==> src/rtl/imem_loader_pkg.sv <==
// Shared types for the boot-time instruction memory loader.
// Optional checksum trailer is enabled by defining IMEM_LOADER_CHECKSUM_EN.
package imem_loader_pkg;

  localparam int WORD_BYTES = 4;
  localparam int CNT_BYTES  = 2;
  localparam int CNT_W      = 8 * CNT_BYTES;

  typedef enum logic [2:0] {
    S_CNT0 = 3'd0,
    S_CNT1 = 3'd1,
    S_DATA = 3'd2,
`ifdef IMEM_LOADER_CHECKSUM_EN
    S_CSUM = 3'd3,
`endif
    S_DONE = 3'd4,
    S_ERR  = 3'd5
  } state_t;

  // True when an image of 'count' words fits between the base address and the top of memory.
  function automatic logic count_fits(input logic [CNT_W-1:0] count, input int limit);
    return int'(count) <= limit;
  endfunction

endpackage

==> src/rtl/imem_loader_if.sv <==
// Byte-stream input link plus instruction-memory write port of the loader.
// master = byte source / memory side, slave = the loader itself.
interface imem_loader_if #(
  parameter int ADDR_W = 8
) ();
  logic              in_valid;
  logic [7:0]        in_data;
  logic              in_ready;
  logic              mem_we;
  logic [ADDR_W-1:0] mem_addr;
  logic [31:0]       mem_wdata;

  modport master (
    output in_valid, in_data,
    input  in_ready, mem_we, mem_addr, mem_wdata
  );

  modport slave (
    input  in_valid, in_data,
    output in_ready, mem_we, mem_addr, mem_wdata
  );
endinterface

==> src/rtl/imem_loader_byte_assembler.sv <==
// 8->32 little-endian word assembler; o_word_valid fires combinationally with the 4th byte.
module imem_loader_byte_assembler
  import imem_loader_pkg::*;
(
  input  logic        clk,
  input  logic        RESET,
  input  logic        i_clear,
  input  logic        i_push,
  input  logic [7:0]  i_data,
  output logic [31:0] o_word,
  output logic        o_word_valid
);

  localparam logic [1:0] IDX_LAST = 2'(WORD_BYTES - 1);

  logic [1:0]  r_byte_idx;
  logic [23:0] r_lanes;

  // NOTE: only the byte index is reset; the lane registers are pure datapath,
  // and a stale lane can never escape because byte_idx restarts at 0.
  always_ff @(posedge clk) begin
    if (RESET || i_clear) begin
      r_byte_idx <= 2'd0;
    end else if (i_push) begin
      r_byte_idx <= r_byte_idx + 2'd1;
      case (r_byte_idx)
        2'd0:    r_lanes[7:0]   <= i_data;
        2'd1:    r_lanes[15:8]  <= i_data;
        2'd2:    r_lanes[23:16] <= i_data;
        default: ;
      endcase
    end
  end

  assign o_word       = {i_data, r_lanes};
  assign o_word_valid = i_push && (r_byte_idx == IDX_LAST);

endmodule

==> src/rtl/imem_loader.sv <==
// Boot loader: parses count header + payload, writes instruction memory, then releases the core.
// Define IMEM_LOADER_CHECKSUM_EN to require a trailing XOR checksum byte.
module imem_loader
  import imem_loader_pkg::*;
#(
  parameter int ADDR_W    = 8,
  parameter int BASE_ADDR = 0
) (
  input  logic         clk,
  input  logic         RESET,
  imem_loader_if.slave bus,
  output logic         core_rst,
  output logic         done,
  output logic         error
);

  localparam int DEPTH  = 1 << ADDR_W;
  localparam int LIMIT  = DEPTH - BASE_ADDR;
  localparam int WIDX_W = ADDR_W + 1;

`ifdef IMEM_LOADER_CHECKSUM_EN
  localparam state_t S_AFTER   = S_CSUM;
  localparam logic   END_READY = 1'b1;
`else
  localparam state_t S_AFTER   = S_DONE;
  localparam logic   END_READY = 1'b0;
`endif

  state_t              r_state;
  logic [7:0]          r_cnt_lo;
  logic [WIDX_W-1:0]   r_count;
  logic [WIDX_W-1:0]   r_word_idx;
  logic                r_in_ready;
  logic                r_mem_we;
  logic [ADDR_W-1:0]   r_mem_addr;
  logic [31:0]         r_mem_wdata;
  logic                r_core_rst;
  logic                r_done;
  logic                r_error;
`ifdef IMEM_LOADER_CHECKSUM_EN
  logic [7:0]          r_csum;
`endif

  logic                w_xfer;
  logic                w_push;
  logic                w_clear;
  logic [CNT_W-1:0]    w_count;
  logic [31:0]         w_word;
  logic                w_word_valid;
  logic                w_last;

  assign w_xfer  = bus.in_valid && r_in_ready;
  assign w_push  = w_xfer && (r_state == S_DATA);
  assign w_clear = (r_state != S_DATA);
  assign w_count = {bus.in_data, r_cnt_lo};
  assign w_last  = w_word_valid && ((r_word_idx + WIDX_W'(1)) == r_count);

  imem_loader_byte_assembler u_asm (
    .clk          (clk),
    .RESET        (RESET),
    .i_clear      (w_clear),
    .i_push       (w_push),
    .i_data       (bus.in_data),
    .o_word       (w_word),
    .o_word_valid (w_word_valid)
  );

  // NOTE: every register here uses <= so all state updates see the pre-edge
  // values; a blocking assignment would leak new values into later statements.
  // done/core_rst/error follow the state by one cycle, which is what puts the
  // core release strictly after the final memory write.
  always_ff @(posedge clk) begin
    if (RESET) begin
      r_state     <= S_CNT0;
      r_cnt_lo    <= 8'd0;
      r_count     <= '0;
      r_word_idx  <= '0;
      r_in_ready  <= 1'b1;
      r_mem_we    <= 1'b0;
      r_mem_addr  <= ADDR_W'(BASE_ADDR);
      r_mem_wdata <= 32'd0;
      r_core_rst  <= 1'b1;
      r_done      <= 1'b0;
      r_error     <= 1'b0;
`ifdef IMEM_LOADER_CHECKSUM_EN
      r_csum      <= 8'd0;
`endif
    end else begin
      r_mem_we <= 1'b0;
      case (r_state)
        S_CNT0: if (w_xfer) begin
          r_cnt_lo <= bus.in_data;
          r_state  <= S_CNT1;
        end
        S_CNT1: if (w_xfer) begin
          r_count <= WIDX_W'(w_count);
          if (!count_fits(w_count, LIMIT)) begin
            r_state    <= S_ERR;
            r_in_ready <= 1'b0;
          end else if (w_count == '0) begin
            r_state    <= S_AFTER;
            r_in_ready <= END_READY;
          end else begin
            r_state <= S_DATA;
          end
        end
        S_DATA: if (w_word_valid) begin
          r_mem_we    <= 1'b1;
          r_mem_addr  <= ADDR_W'(BASE_ADDR) + r_word_idx[ADDR_W-1:0];
          r_mem_wdata <= w_word;
          r_word_idx  <= r_word_idx + WIDX_W'(1);
          if (w_last) begin
            r_state    <= S_AFTER;
            r_in_ready <= END_READY;
          end
        end
`ifdef IMEM_LOADER_CHECKSUM_EN
        S_CSUM: if (w_xfer) begin
          r_in_ready <= 1'b0;
          r_state    <= (bus.in_data == r_csum) ? S_DONE : S_ERR;
        end
`endif
        S_DONE: begin
          r_done     <= 1'b1;
          r_core_rst <= 1'b0;
        end
        S_ERR: begin
          r_error <= 1'b1;
        end
        default: begin
          r_state    <= S_ERR;
          r_in_ready <= 1'b0;
        end
      endcase
`ifdef IMEM_LOADER_CHECKSUM_EN
      if (w_xfer && (r_state != S_CSUM)) r_csum <= r_csum ^ bus.in_data;
`endif
    end
  end

  assign bus.in_ready  = r_in_ready;
  assign bus.mem_we    = r_mem_we;
  assign bus.mem_addr  = r_mem_addr;
  assign bus.mem_wdata = r_mem_wdata;
  assign core_rst      = r_core_rst;
  assign done          = r_done;
  assign error         = r_error;

endmodule

==> src/flat_wrapper.sv <==
// flat-port wrapper written by rule: the top's interface ports become plain ports
module imem_loader_flat import imem_loader_pkg::*;
#(
  parameter int ADDR_W    = 8,
  parameter int BASE_ADDR = 0
)
  (clk, RESET, core_rst, done, error, bus_in_valid, bus_in_data, bus_in_ready, bus_mem_we, bus_mem_addr, bus_mem_wdata);
  imem_loader_if #(.ADDR_W(ADDR_W)) bus_i ();
  input  logic clk;
  input  logic RESET;
  output logic core_rst;
  output logic done;
  output logic error;
  input wire logic [$bits(bus_i.in_valid)-1:0] bus_in_valid;
  input wire logic [$bits(bus_i.in_data)-1:0] bus_in_data;
  output wire logic [$bits(bus_i.in_ready)-1:0] bus_in_ready;
  output wire logic [$bits(bus_i.mem_we)-1:0] bus_mem_we;
  output wire logic [$bits(bus_i.mem_addr)-1:0] bus_mem_addr;
  output wire logic [$bits(bus_i.mem_wdata)-1:0] bus_mem_wdata;
  assign bus_i.in_valid = bus_in_valid;
  assign bus_i.in_data = bus_in_data;
  assign bus_in_ready = bus_i.in_ready;
  assign bus_mem_we = bus_i.mem_we;
  assign bus_mem_addr = bus_i.mem_addr;
  assign bus_mem_wdata = bus_i.mem_wdata;
  imem_loader #(.ADDR_W(ADDR_W), .BASE_ADDR(BASE_ADDR)) u_core (.clk(clk), .RESET(RESET), .bus(bus_i), .core_rst(core_rst), .done(done), .error(error));
endmodule
==> config.mk <==
export PLATFORM = sky130hd
export DESIGN_NAME = imem_loader_flat
export DESIGN_NICKNAME = d
export VERILOG_FILES = /design/src/rtl/imem_loader_pkg.sv /design/src/rtl/imem_loader_if.sv /design/src/rtl/imem_loader_byte_assembler.sv /design/src/rtl/imem_loader.sv /design/src/flat_wrapper.sv
export SDC_FILE = /design/constraint.sdc
export NUM_CORES = 1
export LEC_CHECK = 0
export BUFFER_PORTS_ARGS = -buffer_cell sky130_fd_sc_hd__buf_2
export CAP_MARGIN = 15
export CORE_ASPECT_RATIO = 0.6
export CORE_MARGIN = 2
export CORE_UTILIZATION = 55
export CTS_CLUSTER_DIAMETER = 40
export DETAILED_ROUTE_END_ITERATION = 8
export PLACE_DENSITY = 0.77
export SLEW_MARGIN = 20
export SYNTH_ARGS = -nofsm -noshare
export SYNTH_HDL_FRONTEND = slang
export SYNTH_SLANG_ARGS = --single-unit
==> constraint.sdc <==
create_clock -name clk -period 5.1 [get_ports clk]
set_clock_uncertainty 0.1 [all_clocks]
set_input_delay 0.255 -clock clk [delete_from_list [all_inputs] [get_ports clk]]
set_output_delay 0.255 -clock clk [all_outputs]
set_load 0.05 [all_outputs]
# Word level (Yosys, flattened, before mapping)
# Index checks and enable logic that the tools add are counted.
# word_totals
register_bits,100
latch_bits,0
mem_bits_rw,0
mem_bits_ro,0
in_bits,11
out_inout_bits,45
word_cells,69
mem_count,0
# classes
add_sub_neg,2
n_mul,0
div,0
order_cmp,1
n_eq_ne,14
shift,0
muxes,14
bitwise,4
reduce_logical,19
# ops
cell,count
2-to-1 mux 3 bit,6
"less-or-equal comparator 16 x 9 -> 1 bit, second input constant",1
zero test 16 bit,1
one-hot mux 3 bit (4 select lines),1
AND reduction 5 bit,2
"adder 9 x 1 -> 9 bit, second input constant",1
equality test 9 bit,1
AND reduction 3 bit,3
"inequality test 2 x 1 -> 1 bit, second input constant",4
"equality test 3 bit, second input constant",2
2-to-1 mux 1 bit,6
AND reduction 2 bit,3
"equality test 2 bit, second input constant",2
logical AND 1 bit,4
NOT 1 bit,4
OR reduction 2 bit,2
"equality test 3 x 1 -> 1 bit, second input constant",1
"equality test 3 x 2 -> 1 bit, second input constant",1
zero test 3 bit,1
"inequality test 3 x 2 -> 1 bit, second input constant",1
"inequality test 3 bit, second input constant",1
one-hot mux 1 bit (3 select lines),1
OR reduction 3 bit,1
"adder 2 x 1 -> 2 bit, second input constant",1
other kinds (3),3

# Logic depth before layout (Yosys ltp)
# depth
depth_word,7
depth_mapped,7
depth_no_buf,6

# Modules after synthesis
# From an unflattened synthesis, not the netlist that was laid out.
# hier_totals
hier_cells,431
hier_area_um2,4065.1
# modules_own_cells
mod,instances,cells_per_inst,area_each_um2,seq_area_each_um2
imem_loader,1,382,3114.2,1481.4
imem_loader_byte_assembler,1,49,950.9,760.7

# Worst setup path before layout
# No wires, ideal clock.
# synth_timing
path_kind,flip-flop to flip-flop
from,register u_core.r_in_ready (netlist: u_core.bus.in_ready)
to,register u_core.r_state[0]
setup_ps,132
arrival_time_ps,1893
t_required_ps,4868
setup_slack_ps,2974
path_stages_with_launch,7
path_buffers,1
period_less_slack_ps,2126
path_cell_list,dfxtp_1 nand2_1 nor4b_1 buf_2 inv_1 o32ai_1 a21oi_1
# synth_between
elab_chain_cells,6
word_cells_on_any_way,9
cone_classes,eq/ne (4); reduce/logical (5)
# synth_rtl
element,line,source
from (decl),imem_loader.sv:33,logic r_in_ready;
from (signal assigned),imem_loader.sv:78,r_in_ready <= 1'b1;
from (signal assigned),imem_loader.sv:99,r_in_ready <= 1'b0;
from (signal assigned),imem_loader.sv:102,r_in_ready <= END_READY;
logical AND 1 bit *,imem_loader.sv:52,assign w_xfer = bus.in_valid && r_in_ready;
logical AND 1 bit,imem_loader.sv:53,assign w_push = w_xfer && (r_state == S_DATA);
logical AND 1 bit,imem_loader_byte_assembler.sv:36,assign o_word_valid = i_push && (r_byte_idx == IDX_LAST);
logical AND 1 bit,imem_loader.sv:56,assign w_last = w_word_valid && ((r_word_idx + WIDX_W'(1)) == r_count);
inequality test 2 x 1 -> 1 bit (no source line),--,
AND reduction 5 bit (no source line) *,--,
to (signal assigned),imem_loader.sv:74,r_state <= S_CNT0;
to (signal assigned),imem_loader.sv:93,r_state <= S_CNT1;
to (signal assigned),imem_loader.sv:98,r_state <= S_ERR;
to (decl),imem_loader.sv:29,state_t r_state;
# Mark *: on every way between the ends. The rest lies on a longest branch, timed or not.
# A chain may end at the register's enable or synchronous reset.

# Final worst setup path
# layout_timing
from,register u_core.r_word_idx[0]
to,register u_core.r_in_ready (netlist: u_core.bus.in_ready)
# layout_between
elab_chain_cells,5
# layout_rtl
element,line,source
from (decl),imem_loader.sv:32,logic [WIDX_W-1:0] r_word_idx;
from (signal assigned),imem_loader.sv:111,r_word_idx <= r_word_idx + WIDX_W'(1);
adder 9 x 1 -> 9 bit,imem_loader.sv:56,
equality test 9 bit,imem_loader.sv:56,
logical AND 1 bit,imem_loader.sv:56,
inequality test 2 x 1 -> 1 bit (no source line),--,
AND reduction 5 bit (no source line),--,
# No other way between the ends.

==> results.sh <==
export IMPL_power_density_nw_per_um2=350
export IMPL_start_util_pct=57.1
export IMPL_ir_worst_vdd_uv=276
export IMPL_leakagePower_uw=0.00171
export IMPL_syn_num_nets=422
export IMPL_whs_ns=0.102
export IMPL_insertion_delay_ns=0.34
export IMPL_cts_setup_buffers=0
export IMPL_grt_start_max_net_pins=76
export IMPL_place_gp_congestion=0.924
export IMPL_drc=0
export IMPL_start_kind="flip-flop"
export IMPL_vias=3074
export IMPL_synth_edf_count=24
export IMPL_antenna_found_initial=0
export IMPL_synth_xor_area_share_pct=3.87
export IMPL_worstPathRequired_ns=5.20
export IMPL_synthArstFlopShare_pct=0
export IMPL_timing_final_crit_share_pct=47.9
export IMPL_portBuffers=55
export IMPL_drt_iter0_markers=334
export IMPL_slew_headroom_pct=49.1
export IMPL_min_path_type="in -> reg"
export IMPL_r2r_slack_ns=2.66
export IMPL_routedWlPerCell_um=16.0
export IMPL_seq_area_frac_synth_pct=58.3
export IMPL_utilization_pct=66.2
export IMPL_hpwl_um=5520
export IMPL_setup_tns_ns=0
export IMPL_synth_cells=406
export IMPL_cts_resized=0
export IMPL_slew_violations=0
export IMPL_power_uw=1560
export IMPL_netlist_area_um2=3850
export IMPL_synth_top_family_by_area="simple AND/OR/NAND/NOR gates"
export IMPL_ys_top_cells_by_area="dfxtp_1 40%, edfxtp_1 19%, nand2_1 9.8%"
export IMPL_synthMuxAreaShare_pct=2.34
export IMPL_cp_slowest_cell="dfxtp_1"
export IMPL_yosysWarnings=0
export IMPL_hold_violations=0
export IMPL_endpoint_kind="flip-flop"
export IMPL_timing_fmax_ghz=0.409
export IMPL_first_pass_iters=4
export IMPL_cp_arrival_ns=2.54
export IMPL_grt_pass1_vias=2632
export IMPL_synthFlopType="dfxtp_1"
export IMPL_synth_top_area_share_pct=39.5
export IMPL_avgSynthCellArea_um2=9.48
export IMPL_ctsHoldBuffers=0
export IMPL_tightest_slew_ns=0.764
export IMPL_yosys_top_cells_count="100 x nand2_1, 76 x dfxtp_1, 56 x a21oi_1"
export IMPL_grt_pass1_wl_um=13500
export IMPL_ant_nets=0
export IMPL_finalInstanceArea_um2=4460
export IMPL_slowest_delay_ns=0.47
export IMPL_p_int_uw=1220
export IMPL_die_w_um=112
export IMPL_drt_total_wl_um=8750
export IMPL_drive_above_1_share_pct=17.0
export IMPL_core_um2=6730
export IMPL_synthAdderAreaFrac_pct=1.63
export IMPL_outcome="finished, final reports clean"
export IMPL_yosysUniqueCellTypes=39
export IMPL_gr_total_overflow=0
export IMPL_synth_compound_area_share_pct=10.4
export IMPL_avgViaCountPerCell=5.64
export IMPL_maxCapViolations=0
export IMPL_p_seq_share_pct=53.3
export IMPL_fin_nets=469
export IMPL_setup_viol=0
export IMPL_ys_ff_latch=100
export IMPL_ios=56
export IMPL_critPathKind="reg -> reg"
export IMPL_die_height_um=68.8
export IMPL_cp_max_fo=7
export IMPL_numCtsBuffers=9
export IMPL_area_growth_pct=15.9
export IMPL_grt_use_total_pct=23.1
export IMPL_die_area_um2=7700
export IMPL_period_minus_slack_ns=2.44
export IMPL_pwr_share_clk_pct=41.8
export IMPL_switching_power_uw=344
export IMPL_cts_tree="done"
export IMPL_placed_cell_area_um2=4170
export IMPL_cts_clk_slew_worst_paths_ns=0.06
export IMPL_rsz0062_at_grt="false"
export IMPL_crit_chain="ha_1 > or3b_2 > a211oi_1 > nor3_1 > nor4_2 > o21ai_0"
export IMPL_combPwrFrac_pct=4.9
export IMPL_yosysTopAreaCell="dfxtp_1"
export IMPL_swShare_pct=22.0
export IMPL_htree_levels=3
export IMPL_fp_row_count=23
export IMPL_num_antenna_cells=0
export IMPL_cts_sinks=100
export IMPL_synth_most_common_cell="nand2_1"
export IMPL_synth_simple_area_share_pct=20.3
export IMPL_clock_path_buffers=2
export IMPL_clockRootBuffer="clkbuf_16"
cell families after synthesis:
family	after synthesis
fa+ha+maj	5
mux	9
flops	100
xor+xnor	17
compound gates	74
buf+inv	29
simple gates	172
power groups by stage:
stage / Sequential (uW) / Combinational, uW / Clock, uW
floorplan: 851 / 46.3 / 0
global placement: 849 / 71.8 / 0
detailed placement: 849 / 73.9 / 0
CTS: 832 / 75.7 / 660
global route: 833 / 82.6 / 693
finish: 832 / 76.6 / 652
path summary, 6_finish.rpt:
path                                         startpoint                 endpoint  cells after the start
worst max-delay path               u_core.r_word_idx[0]      u_core.bus.in_ready                      6
worst max register to register     u_core.r_word_idx[0]      u_core.bus.in_ready                      6
worst min-delay path                     bus_in_data[6]  u_core.u_asm.r_lanes[6]                      1
worst min register to register  u_core.bus.mem_wdata[5]  u_core.bus.mem_wdata[5]                      2
sequential cells by signal, indices dropped and copies added, names as in the netlist:
name,count
u_core.u_asm.r_lanes,24
u_core.r_state,3
u_core.r_word_idx,9
u_core.u_asm.r_byte_idx,2
u_core.bus.in_ready,1
u_core.bus.mem_addr,8
u_core.r_count,9
u_core.error,1
u_core.bus.mem_wdata,32
u_core.r_cnt_lo,8
u_core.core_rst,1
u_core.done,1
u_core.bus.mem_we,1
per-layer routing:
layer	track usage (%)	vias to the layer above	wire length, um
li1	-	1474	-
met5	0	-	0
met3	7.69	11	831
met2	34.7	145	3870
met4	5.18	0	76
met1	32.8	1444	3970
cells in the final DEF, fill, tap and decap left out, types with 7 or more instances in the layout:
cell / count
a21oi_1: 56
buf_2: 55
clkbuf_16: 10
dfxtp_1: 76
edfxtp_1: 24
mux2i_1: 9
nand2_1: 100
nand3_1: 13
nor2_1: 22
nor3_1: 7
o21ai_0: 7
xnor2_1: 9
xor2_1: 8
worst max-delay path: cells and delay by family, from the launching register on:
family,cells,cell delay [ns]
AO/OA/AOI/OAI,2,0.48
flip-flops,1,0.47
adder cells (fa/ha/maj),1,0.31
AND/OR/NAND/NOR,3,0.94
through the flow:
stage | instances | setup slack (ns)
6_report | 545 | 2.66
5_1_grt | 545 | 2.57
4_1_cts | 545 | 2.71
3_5_place_dp | 529 | 2.74
3_3_place_gp | 529 | 2.88
2_1_floorplan | 406 | 2.97
final cells by class:
cell class | count | area [um2]
fill | 551 | 2270
sequential | 100 | 2240
multi-input combinational | 277 | 1490
timing repair buffer | 59 | 305
clock buffer | 13 | 272
tap | 87 | 109
inverter | 6 | 22.5
clock inverter | 3 | 18.8
(Power assumes the default switching activity.)
